<file path="src/rtl/tlb_op_ctrl.sv">
// TLB maintenance sequencer for TLBP/TLBR/TLBWI/TLBWR, owns CP0 Random and Wired.
// Optional macro TLB_OP_WRITE_FLUSH_EN adds a one-cycle refetch FLUSH after writes.
module tlb_op_ctrl #(
    parameter int TLB_ENTRIES = 16,
    parameter int IDX_W       = $clog2(TLB_ENTRIES),
    parameter int ENTRY_W     = 64
) (
    input  logic               clk,
    input  logic               resetn,
    input  logic               op_valid,
    input  logic [1:0]         op_type,
    output logic               op_ready,
    output logic               op_done,
    input  logic [31:0]        cp0_index,
    input  logic [31:0]        cp0_entry_hi,
    input  logic [ENTRY_W-1:0] cp0_entry,
    input  logic               cp0_wired_we,
    input  logic [31:0]        cp0_wired_wdata,
    output logic [IDX_W-1:0]   random,
    output logic [IDX_W-1:0]   tlbrw_index,
    output logic               tlbrw_we,
    output logic [ENTRY_W-1:0] tlbrw_wdata,
    input  logic [ENTRY_W-1:0] tlbrw_rdata,
    output logic [31:0]        tlbp_entry_hi,
    input  logic [31:0]        tlbp_index,
    output logic               index_we,
    output logic [31:0]        index_wdata,
    output logic               entry_we,
    output logic [ENTRY_W-1:0] entry_wdata,
    output logic               tlb_flush
);

    localparam logic [IDX_W-1:0] LAST = IDX_W'(TLB_ENTRIES - 1);
    localparam logic [1:0] OP_P  = 2'd0;
    localparam logic [1:0] OP_R  = 2'd1;
    localparam logic [1:0] OP_WR = 2'd3;

    typedef enum logic [2:0] {
        S_IDLE,
        S_PROBE,
        S_PRESP,
        S_READ,
        S_RRESP,
        S_WRITE
`ifdef TLB_OP_WRITE_FLUSH_EN
        , S_FLUSH
`endif
    } state_t;

    state_t state_q, state_d;

    logic [1:0]         type_q;
    logic [IDX_W-1:0]   idx_q;
    logic [31:0]        key_q;
    logic [ENTRY_W-1:0] entry_q;
    logic [IDX_W-1:0]   rnd_lat_q;
    logic [IDX_W-1:0]   rand_q, rand_d;
    logic [IDX_W-1:0]   wired_q, wired_d;
    logic               accept;

    logic unused_ok;
    assign unused_ok = ^{cp0_index[31:IDX_W], cp0_wired_wdata[31:IDX_W]};

    assign op_ready = (state_q == S_IDLE);
    assign accept   = op_valid & op_ready;

    // Random steps down towards Wired, wrapping to the top; a Wired write restarts it.
    always_comb begin
        wired_d = wired_q;
        rand_d  = rand_q - 1'b1;
        if (cp0_wired_we) begin
            wired_d = cp0_wired_wdata[IDX_W-1:0];
            rand_d  = LAST;
        end else if (rand_q <= wired_q) begin
            rand_d = LAST;
        end
    end

    always_ff @(posedge clk or negedge resetn) begin
        if (!resetn) begin
            rand_q  <= LAST;
            wired_q <= '0;
        end else begin
            rand_q  <= rand_d;
            wired_q <= wired_d;
        end
    end

    // Operands are captured with the pre-update Random value for TLBWR.
    always_ff @(posedge clk or negedge resetn) begin
        if (!resetn) begin
            type_q    <= '0;
            idx_q     <= '0;
            key_q     <= '0;
            entry_q   <= '0;
            rnd_lat_q <= '0;
        end else if (accept) begin
            type_q    <= op_type;
            idx_q     <= cp0_index[IDX_W-1:0];
            key_q     <= cp0_entry_hi;
            entry_q   <= cp0_entry;
            rnd_lat_q <= rand_q;
        end
    end

    always_ff @(posedge clk or negedge resetn) begin
        if (!resetn) begin
            state_q <= S_IDLE;
        end else begin
            state_q <= state_d;
        end
    end

    always_comb begin
        state_d  = state_q;
        op_done  = 1'b0;
        tlbrw_we = 1'b0;
        index_we = 1'b0;
        entry_we = 1'b0;
`ifdef TLB_OP_WRITE_FLUSH_EN
        tlb_flush = 1'b0;
`endif
        case (state_q)
            S_IDLE: begin
                if (op_valid) begin
                    if (op_type == OP_P) begin
                        state_d = S_PROBE;
                    end else if (op_type == OP_R) begin
                        state_d = S_READ;
                    end else begin
                        state_d = S_WRITE;
                    end
                end
            end
            S_PROBE: state_d = S_PRESP;
            S_PRESP: begin
                index_we = 1'b1;
                op_done  = 1'b1;
                state_d  = S_IDLE;
            end
            S_READ:  state_d = S_RRESP;
            S_RRESP: begin
                entry_we = 1'b1;
                op_done  = 1'b1;
                state_d  = S_IDLE;
            end
            S_WRITE: begin
                tlbrw_we = 1'b1;
`ifdef TLB_OP_WRITE_FLUSH_EN
                state_d  = S_FLUSH;
`else
                op_done  = 1'b1;
                state_d  = S_IDLE;
`endif
            end
`ifdef TLB_OP_WRITE_FLUSH_EN
            S_FLUSH: begin
                tlb_flush = 1'b1;
                op_done   = 1'b1;
                state_d   = S_IDLE;
            end
`endif
            default: state_d = S_IDLE;
        endcase
    end

`ifndef TLB_OP_WRITE_FLUSH_EN
    assign tlb_flush = 1'b0;
`endif

    assign random        = rand_q;
    assign tlbrw_index   = (type_q == OP_WR) ? rnd_lat_q : idx_q;
    assign tlbrw_wdata   = entry_q;
    assign tlbp_entry_hi = key_q;
    assign index_wdata   = tlbp_index;
    assign entry_wdata   = tlbrw_rdata;

endmodule

</file>
<file path="config.mk">
export PLATFORM = sky130hd
export DESIGN_NAME = tlb_op_ctrl
export DESIGN_NICKNAME = d
export VERILOG_FILES = /design/src/rtl/tlb_op_ctrl.sv
export SDC_FILE = /design/constraint.sdc
export NUM_CORES = 1
export LEC_CHECK = 0
export BUFFER_PORTS_ARGS = -buffer_cell sky130_fd_sc_hd__buf_4
export CORE_AREA = 2 2 180 182
export CTS_CLUSTER_DIAMETER = 200
export DETAILED_ROUTE_END_ITERATION = 16
export DIE_AREA = 0 0 182 184
export GPL_TIMING_DRIVEN = 0
export SLEW_MARGIN = 20
export SYNTH_ARGS = -nofsm -noshare
export SYNTH_HDL_FRONTEND = slang
export SYNTH_SLANG_ARGS = --single-unit
</file>
<file path="constraint.sdc">
create_clock -name clk -period 3.15 [get_ports clk]
set_input_delay 0.7875 -clock clk [delete_from_list [all_inputs] [get_ports clk]]
set_output_delay 0.7875 -clock clk [all_outputs]
set_load 0.1 [all_outputs]
</file>
==> results of run 1 <==
==> cell families (layout without fill, tap and decap cells) <==
| kind of cell | Yosys count | in the layout |
|---|---|---|
| DFF | 117 | 117 |
| buffers and inverters | 117 | 463 |
| muxes | 111 | 111 |
| and+or+nand+nor | 15 | 15 |
| AOI/OAI and AO/OA | 13 | 13 |
| adders and majority gates | 5 | 5 |
| xor gates and xnor gates | 2 | 2 |
| other | 1 | 1 |
==> cells in the mapped netlist <==
library cell | instances | area, sq um
sky130_fd_sc_hd__dfstp_2 | 4 | 105
sky130_fd_sc_hd__ha_1 | 5 | 62.6
sky130_fd_sc_hd__nor2b_1 | 1 | 6.26
sky130_fd_sc_hd__buf_4 | 105 | 788
sky130_fd_sc_hd__a31oi_1 | 1 | 6.26
sky130_fd_sc_hd__a21o_1 | 2 | 15.0
sky130_fd_sc_hd__o211a_1 | 1 | 10.0
sky130_fd_sc_hd__dfrtp_1 | 113 | 2830
sky130_fd_sc_hd__inv_1 | 7 | 26.3
sky130_fd_sc_hd__conb_1 | 1 | 3.75
sky130_fd_sc_hd__o21ai_0 | 3 | 15.0
sky130_fd_sc_hd__buf_12 | 3 | 60.1
sky130_fd_sc_hd__and3_1 | 1 | 6.26
sky130_fd_sc_hd__nand2_1 | 5 | 18.8
sky130_fd_sc_hd__mux2_4 | 29 | 435
sky130_fd_sc_hd__nand3_1 | 1 | 5.00
sky130_fd_sc_hd__and2_1 | 1 | 6.26
sky130_fd_sc_hd__mux2_2 | 82 | 923
sky130_fd_sc_hd__xnor2_1 | 2 | 17.5
sky130_fd_sc_hd__nor4b_2 | 1 | 15.0
sky130_fd_sc_hd__nor3_1 | 4 | 20.0
sky130_fd_sc_hd__clkbuf_1 | 1 | 3.75
sky130_fd_sc_hd__a21oi_1 | 1 | 5.00
sky130_fd_sc_hd__o211ai_1 | 4 | 30.0
sky130_fd_sc_hd__nor2_1 | 1 | 3.75
sky130_fd_sc_hd__buf_8 | 1 | 15.0
sky130_fd_sc_hd__a41oi_1 | 1 | 8.76
==> final timing paths <==
| kind | cells after the start | slack, ns | to | from |
|---|---|---|---|---|
| max | 4 | 0.70 | op_done | state_q[1]$_DFFE_PN0P_ |
| min | 1 | 0.27 | tlbrw_wdata[59]$_DFFE_PN0P_ | resetn |
| max reg2reg | 5 | 1.31 | tlbp_entry_hi[1]$_DFFE_PN0P_ | state_q[1]$_DFFE_PN0P_ |
| min reg2reg | 1 | 0.50 | tlbp_entry_hi[23]$_DFFE_PN0P_ | tlbp_entry_hi[23]$_DFFE_PN0P_ |
| max in group asynchronous | 2 | 2.14 | random[0]$_DFF_PN1_ | resetn |
| min in group clk | 1 | 0.50 | tlbp_entry_hi[23]$_DFFE_PN0P_ | tlbp_entry_hi[23]$_DFFE_PN0P_ |
==> critical path: stages (launching register included) <==
cell and delay, ns:
sky130_fd_sc_hd__dfrtp_1 0.49, sky130_fd_sc_hd__inv_1 0.12, sky130_fd_sc_hd__nor3_2 0.23, sky130_fd_sc_hd__a21o_1 0.11, sky130_fd_sc_hd__buf_4 0.28
==> metrics by stage <==
stage | utilization | area, sq um | worst slack [ns]
floorplan | - | 5450 | -0.121
global placement | 0.264 | 8300 | 0.826
detailed placement | 0.266 | 8340 | 0.994
CTS | 0.284 | 8910 | 0.655
global route | 0.284 | 8910 | 0.621
finish | 0.284 | 8910 | 0.704
==> cell type report <==
type                    count  area share
plain buffers             110      0.0973
clock buffers              22      0.0521
clock inverters            10      0.0118
inverters                   7     0.00295
multi-input cells         147       0.182
flip-flops and latches    117       0.329
well taps                 402      0.0565
repair buffers            314       0.268
==> sequential cells by signal (all words and copies together) (netlist names) <==
name / flops
tlbp_entry_hi: 32
random: 4
type_q: 2
state_q: 3
rnd_lat_q: 4
wired_q: 4
tlbrw_wdata: 64
idx_q: 4
==> routing by layer <==
layer  part of all wire  wire length, um  global-route usage  vias to the layer above
li1                   -                -                   -                     1876
met1               0.36             5460              0.0898                     1924
met2               0.53             8110               0.161                      236
met3              0.099             1520              0.0414                       13
met4              0.014              219              0.0332                        0
met5                  0                0                   0                        -
==> flow_summary.html, run 1 <==
<table>
<tr><th>Metric</th><th>Value</th></tr>
<tr><th colspan="2">GRT</th></tr>
<tr><td>Number of global-route vias before repair</td><td>4,151</td></tr>
<tr><td>Gr ovfl total</td><td>0</td></tr>
<tr><td>Antenna violations before repair</td><td>0</td></tr>
<tr><td>Global-route wire length before repair</td><td>22,500 um</td></tr>
<tr><td>Largest net degree at the start of global routing</td><td>67</td></tr>
<tr><td>Global-route total usage across every layer</td><td>0.0892</td></tr>
<tr><th colspan="2">Drt</th></tr>
<tr><td>DRT antenna net count</td><td>0</td></tr>
<tr><td>Via density per instance</td><td>3.59</td></tr>
<tr><td>Total wirelength of the detailed-routed design</td><td>15,300 um</td></tr>
<tr><td>DRC</td><td>0</td></tr>
<tr><td>Number of vias in the routed layout</td><td>4,049</td></tr>
<tr><td>Detailed-router iteration count before antenna repair</td><td>4</td></tr>
<tr><td>Average wire per standard cell</td><td>13.6 um</td></tr>
<tr><td>DRC violation total after the first TritonRoute iteration</td><td>74</td></tr>
<tr><th colspan="2">Yosys</th></tr>
<tr><td>Xor and xnor fraction of the mapped netlist area</td><td>0.00322</td></tr>
<tr><td>Post-synthesis instance area</td><td>5440 sq um</td></tr>
<tr><td>Syn_nets</td><td>648</td></tr>
<tr><td>Adder and majority cell fraction of the synthesized area</td><td>0.0115</td></tr>
<tr><td>Largest family of logic cells by synthesized area</td><td>multiplexers</td></tr>
<tr><td>Share of cell area taken by muxes after synthesis</td><td>0.250</td></tr>
<tr><td>Number of distinct library cells after synthesis</td><td>27</td></tr>
<tr><td>Sequential cell area fraction in the yosys report</td><td>0.539</td></tr>
<tr><td>FF+latch count, synth</td><td>117</td></tr>
<tr><td>Simple-gate share of the synthesized area</td><td>0.0149</td></tr>
<tr><td>Synth Area in Compound Gates</td><td>0.0166</td></tr>
<tr><td>Yosys synthesis warning count</td><td>0</td></tr>
<tr><td>Cell count after synthesis</td><td>381</td></tr>
<tr><td>Synthesized area per cell</td><td>14.3 sq um</td></tr>
<tr><th colspan="2">Finish</th></tr>
<tr><td>Final net count</td><td>981</td></tr>
<tr><td>Leading cell type in the layout, fill and taps excluded</td><td>sky130_fd_sc_hd__buf_4</td></tr>
<tr><td>Sequential Area</td><td>2930 sq um</td></tr>
<tr><td>Area growth, synth to finish</td><td>63.7%</td></tr>
<tr><td>Top library cells by usage in the layout, fill and taps aside</td><td>sky130_fd_sc_hd__buf_4 (417), sky130_fd_sc_hd__dfrtp_1 (113), sky130_fd_sc_hd__mux2_2 (82), sky130_fd_sc_hd__mux2_4 (29), sky130_fd_sc_hd__clkbuf_16 (17)</td></tr>
<tr><td>Antenna diode instance count</td><td>0</td></tr>
<tr><td>Footprint of the multi-input gates</td><td>1620 sq um</td></tr>
<tr><td>Number of standard cells in the layout, taps in and fillers out</td><td>1,129</td></tr>
<tr><td>Fill cell count</td><td>3,239</td></tr>
<tr><td>Share of layout cells above drive strength 1</td><td>0.784</td></tr>
<tr><th colspan="2">Worst setup path</th></tr>
<tr><td>Critical path data required time</td><td>2.36 ns</td></tr>
<tr><td>Signal arrival time at the worst endpoint</td><td>1.66 ns</td></tr>
<tr><td>Crit Path Max Fanout</td><td>6</td></tr>
<tr><td>Kind of critical path</td><td>flip-flop to output port</td></tr>
<tr><td>CP endpoint kind</td><td>output port</td></tr>
<tr><td>Worst setup SP type</td><td>flip-flop</td></tr>
<tr><th colspan="2">Floorplan</th></tr>
<tr><td>Initial Utilization</td><td>0.173</td></tr>
<tr><td>Top Ports</td><td>468</td></tr>
<tr><td>Chip height</td><td>184 um</td></tr>
<tr><td>Die ar.</td><td>33,500 sq um</td></tr>
<tr><td>Number of cell rows</td><td>65</td></tr>
<tr><td>Width of the chip</td><td>182 um</td></tr>
<tr><td>Core ar.</td><td>31,400 sq um</td></tr>
<tr><th colspan="2">Clocking</th></tr>
<tr><td>Insertion delay to the later sink of the worst-skew pair</td><td>0.42 ns</td></tr>
<tr><td>Num CTS Buffers</td><td>17</td></tr>
<tr><td>Number of hold buffers added after cts</td><td>0</td></tr>
<tr><td>CTS tree</td><td>yes</td></tr>
<tr><td>Clock H-tree levels</td><td>4</td></tr>
<tr><td>Clock root buffer master</td><td>sky130_fd_sc_hd__clkbuf_16</td></tr>
<tr><td>Clock Pin Slew Worst Setup and Hold Paths</td><td>0.05 ns</td></tr>
<tr><td>Clock Path Buffers</td><td>2</td></tr>
<tr><td>Buffers inserted by post-CTS timing repair</td><td>0</td></tr>
<tr><td>Clock sinks</td><td>117</td></tr>
<tr><td>Resize count post-CTS</td><td>0</td></tr>
<tr><th colspan="2">Place</th></tr>
<tr><td>RePlAce Congestion</td><td>0.699</td></tr>
<tr><td>Detail Placement HPWL</td><td>11,800 um</td></tr>
<tr><td>Port bufs</td><td>313</td></tr>
<tr><td>Cell count after placement</td><td>1,097</td></tr>
<tr><th colspan="2">Timing</th></tr>
<tr><td>Max Transition Viols Final</td><td>0</td></tr>
<tr><td>Shortest period the worst path allows</td><td>2.45 ns</td></tr>
<tr><td>Fmax achieved</td><td>0.409 GHz</td></tr>
<tr><td>Total negative slack</td><td>0 ns</td></tr>
<tr><td>Smallest hold slack</td><td>0.267 ns</td></tr>
<tr><td>Number of endpoints failing setup at the final stage</td><td>0</td></tr>
<tr><td>Final Hold Fails</td><td>0</td></tr>
<tr><td>Final cycle utilization of the critical path</td><td>0.776</td></tr>
<tr><td>Skew final</td><td>0.00720 ns</td></tr>
<tr><td>Unrepaired setup endpoints after global routing</td><td>no</td></tr>
<tr><th colspan="2">Outcome</th></tr>
<tr><td>Result of the run</td><td>finished clean</td></tr>
<tr><th colspan="2">Run</th></tr>
<tr><td>Number of maximum-capacitance constraint violations</td><td>0</td></tr>
<tr><th colspan="2">Hold path</th></tr>
<tr><td>Class of the worst hold path</td><td>primary input to asynchronous set/reset pin</td></tr>
</table>
Power of run 1 is left out: the tool's default activity adds up to more than one toggle a clock period on the data nets, which glitch-free logic cannot reach.
==> inputs of run 2 (changes only) <==
--- a/config.mk
+++ b/config.mk
@@ -6,10 +6,10 @@
 export NUM_CORES = 1
 export LEC_CHECK = 0
 export BUFFER_PORTS_ARGS = -buffer_cell sky130_fd_sc_hd__buf_4
-export CORE_AREA = 2 2 180 182
+export CORE_AREA = 2 2 182 184
 export CTS_CLUSTER_DIAMETER = 200
 export DETAILED_ROUTE_END_ITERATION = 16
-export DIE_AREA = 0 0 182 184
+export DIE_AREA = 0 0 184 186
 export GPL_TIMING_DRIVEN = 0
 export SLEW_MARGIN = 20
 export SYNTH_ARGS = -nofsm -noshare
==> constraint.sdc (replaced) <==
create_clock -name clk -period 2.35 [get_ports clk]
set_input_delay 0.5875 -clock clk [delete_from_list [all_inputs] [get_ports clk]]
set_output_delay 0.5875 -clock clk [all_outputs]
set_load 0.1 [all_outputs]
==> flow_summary.html, run 2 (synthesis gave the netlist of run 1 again) <==
<table>
<tr><th>Metric</th><th>Value</th></tr>
<tr><th colspan="2">Outcome</th></tr>
<tr><td>Result of the run</td><td>finished clean</td></tr>
<tr><th colspan="2">Timing</th></tr>
<tr><td>Shortest period the worst path allows</td><td>2.22 ns</td></tr>
<tr><td>Final cycle utilization of the critical path</td><td>0.944</td></tr>
<tr><td>Max Transition Viols Final</td><td>0 (unchanged)</td></tr>
<tr><td>Final Hold Fails</td><td>0 (unchanged)</td></tr>
<tr><td>Number of endpoints failing setup at the final stage</td><td>0 (unchanged)</td></tr>
<tr><td>Unrepaired setup endpoints after global routing</td><td>no</td></tr>
<tr><td>Skew final</td><td>0.00792 ns (+0.000726 ns)</td></tr>
<tr><td>Fmax achieved</td><td>0.451 GHz</td></tr>
<tr><th colspan="2">Floorplan</th></tr>
<tr><td>Core ar.</td><td>32,200 sq um (+2.6%)</td></tr>
<tr><td>Chip height</td><td>186 um (+1.1%)</td></tr>
<tr><td>Top Ports</td><td>468 (unchanged)</td></tr>
<tr><td>Die ar.</td><td>34,200 sq um (+2.2%)</td></tr>
<tr><td>Number of cell rows</td><td>66 (+1.5%)</td></tr>
<tr><td>Initial Utilization</td><td>0.169 (-0.00438)</td></tr>
<tr><td>Width of the chip</td><td>184 um (+1.1%)</td></tr>
<tr><th colspan="2">Worst setup path</th></tr>
<tr><td>Slowest cell delay on critical path</td><td>0.37 ns (-0.12 ns)</td></tr>
<tr><td>Critical-path cell with the highest stage delay</td><td>sky130_fd_sc_hd__dfrtp_1</td></tr>
<tr><td>Top Family by Delay on Critical Path</td><td>flip-flops</td></tr>
<tr><td>Reg-to-reg critical path endpoint</td><td>tlbrw_wdata[51]$_DFFE_PN0P_</td></tr>
<tr><td>Signal arrival time at the worst endpoint</td><td>1.63 ns (-0.03 ns)</td></tr>
<tr><td>Crit Path Max Fanout</td><td>4 (-2)</td></tr>
<tr><td>CP endpoint kind</td><td>output port</td></tr>
<tr><td>Critical Path, Cell by Cell</td><td>nand2_1 &gt; mux2_2 &gt; buf_4</td></tr>
<tr><td>Buffers and inverters on the worst path</td><td>1 (-1)</td></tr>
<tr><td>Kind of critical path</td><td>flip-flop to output port</td></tr>
<tr><td>Reg2reg start</td><td>state_q[0]$_DFFE_PN0P_</td></tr>
<tr><td>Worst reg2reg setup slack</td><td>0.57 ns (-0.74 ns)</td></tr>
<tr><td>Critical path data required time</td><td>1.76 ns (-0.60 ns)</td></tr>
<tr><td>Register-to-Register Path Depth</td><td>5 (unchanged)</td></tr>
<tr><td>Origin of the worst setup path</td><td>type_q[0]$_DFFE_PN0P_</td></tr>
<tr><td>Worst setup SP type</td><td>flip-flop</td></tr>
<tr><td>Critical path depth in cells</td><td>3 (-1)</td></tr>
<tr><td>Worst Setup EP</td><td>tlbrw_index[3]</td></tr>
<tr><th colspan="2">Finish</th></tr>
<tr><td>Sequential Area</td><td>2930 sq um (about the same)</td></tr>
<tr><td>Footprint of the multi-input gates</td><td>1620 sq um (unchanged)</td></tr>
<tr><td>Fill cell count</td><td>3,333 (+2.9%)</td></tr>
<tr><td>Leading cell type in the layout, fill and taps excluded</td><td>sky130_fd_sc_hd__buf_4</td></tr>
<tr><td>Top library cells by usage in the layout, fill and taps aside</td><td>sky130_fd_sc_hd__buf_4 (417), sky130_fd_sc_hd__dfrtp_1 (112), sky130_fd_sc_hd__mux2_2 (82), sky130_fd_sc_hd__mux2_4 (29), sky130_fd_sc_hd__clkbuf_16 (17)</td></tr>
<tr><td>Number of flip-flops in the largest register</td><td>64 (unchanged)</td></tr>
<tr><td>Share of layout cells above drive strength 1</td><td>0.787 (+0.00304)</td></tr>
<tr><td>Area growth, synth to finish</td><td>64.4%</td></tr>
<tr><td>Summed area of non-filler cells in the final layout</td><td>8940 sq um (+0.41%)</td></tr>
<tr><td>Final net count</td><td>982 (+0.10%)</td></tr>
<tr><th colspan="2">Place</th></tr>
<tr><td>Detail Placement HPWL</td><td>11,500 um (-2.6%)</td></tr>
<tr><td>Port bufs</td><td>313 (unchanged)</td></tr>
<tr><td>Instance area at placement</td><td>8350 sq um (about the same)</td></tr>
<tr><td>RePlAce Congestion</td><td>0.711 (+1.7%)</td></tr>
<tr><th colspan="2">Clocking</th></tr>
<tr><td>Num CTS Buffers</td><td>17 (unchanged)</td></tr>
<tr><td>Clock Path Buffers</td><td>2 (unchanged)</td></tr>
<tr><td>Buffers inserted by post-CTS timing repair</td><td>0 (unchanged)</td></tr>
<tr><td>Clock Pin Slew Worst Setup and Hold Paths</td><td>0.06 ns (about the same)</td></tr>
<tr><td>Insertion delay to the later sink of the worst-skew pair</td><td>0.43 ns (about the same)</td></tr>
<tr><td>Clock H-tree levels</td><td>4 (unchanged)</td></tr>
<tr><td>CTS tree</td><td>yes</td></tr>
<tr><td>Clock sinks</td><td>117 (unchanged)</td></tr>
<tr><td>Clock root buffer master</td><td>sky130_fd_sc_hd__clkbuf_16</td></tr>
<tr><th colspan="2">GRT</th></tr>
<tr><td>Largest net degree at the start of global routing</td><td>83 (+24%)</td></tr>
<tr><td>Number of global-route vias before repair</td><td>4,044 (-2.6%)</td></tr>
<tr><td>Global-route wire length before repair</td><td>21,600 um (-3.7%)</td></tr>
<tr><td>Antenna violations before repair</td><td>1 (+1)</td></tr>
<tr><td>Gr ovfl total</td><td>0 (unchanged)</td></tr>
<tr><td>Global-route total usage across every layer</td><td>0.0859 (-0.00325)</td></tr>
<tr><th colspan="2">Drt</th></tr>
<tr><td>DRC violation total after the first TritonRoute iteration</td><td>90 (+22%)</td></tr>
<tr><td>Detailed-router iteration count before antenna repair</td><td>4 (unchanged)</td></tr>
<tr><td>DRT antenna net count</td><td>0 (unchanged)</td></tr>
<tr><td>Via density per instance</td><td>3.55 (-1.0%)</td></tr>
<tr><td>Total wirelength of the detailed-routed design</td><td>15,300 um (about the same)</td></tr>
<tr><td>Average wire per standard cell</td><td>13.5 um (-0.63%)</td></tr>
<tr><td>Number of vias in the routed layout</td><td>4,035 (-0.35%)</td></tr>
<tr><td>DRC</td><td>0 (unchanged)</td></tr>
<tr><th colspan="2">Run</th></tr>
<tr><td>Number of maximum-capacitance constraint violations</td><td>0 (unchanged)</td></tr>
<tr><th colspan="2">Hold path</th></tr>
<tr><td>Class of the worst hold path</td><td>primary input to flip-flop</td></tr>
</table>
run 2: how the worst min path moves through the flow:
stage               cells past startpoint                  from                     endpoint  slack [ns]
floorplan                               0                resetn         idx_q[0]$_DFFE_PN0P_        0.29
global placement                        1  idx_q[0]$_DFFE_PN0P_         idx_q[0]$_DFFE_PN0P_        0.49
detailed placement                      1                resetn  tlbrw_wdata[25]$_DFFE_PN0P_        0.48
CTS                                     3    cp0_wired_wdata[1]       wired_q[1]$_DFFE_PN0P_        0.34
global route                            2          cp0_index[2]         idx_q[2]$_DFFE_PN0P_        0.35
finish                                  3    cp0_wired_wdata[1]       wired_q[1]$_DFFE_PN0P_        0.37
run 2: layer usage:
layer,up-vias,track usage,part of all wire,wire length (um)
met4,0,0.0394,0.021,327
met2,222,0.153,0.53,8170
li1,1867,-,-,-
met1,1928,0.0844,0.35,5340
met5,-,0,0,0
met3,18,0.0411,0.096,1480
run 2: worst reg2reg max path: cells and delay by family, from the launching register on:
family	cells	cell delay, ns
flops	1	0.47
buf+inv	3	0.61
mux	1	0.31
simple gates	1	0.27
run 2: per-stage QoR:
step / cells / hold slack [ns] / TNS (ns) / setup slack, ns / utilization
6_report: 1137 / 0.373 / 0 / 0.132 / 0.278
3_3_place_gp: 1102 / 0.489 / 0 / 0.241 / 0.258
2_1_floorplan: 381 / 0.292 / -0.721 / -0.721 / -
3_5_place_dp: 1103 / 0.477 / 0 / 0.420 / 0.259
5_1_grt: 1136 / 0.351 / 0 / 0.0277 / 0.278
4_1_cts: 1136 / 0.339 / 0 / 0.0623 / 0.278
run 2: area by class of cell:
| class | instances | share of cell area |
|---|---|---|
| tap | 408 | 0.0571 |
| antenna | 1 | 0.000280 |
| sequential | 117 | 0.328 |
| multi-input combinational | 147 | 0.182 |
| timing repair buffer | 315 | 0.268 |
| clock inverter | 14 | 0.0173 |
| clock buffer | 18 | 0.0480 |
| buffer | 110 | 0.0970 |
| inverter | 7 | 0.00294 |
run 2: repair_timing:
action,CTS,global route
hold buffers,1,0
endpoints found under the setup margin,0,1
hold endpoints to repair,5,0
gates resized for setup,0,1
Power of run 2 is left out for the same reason.
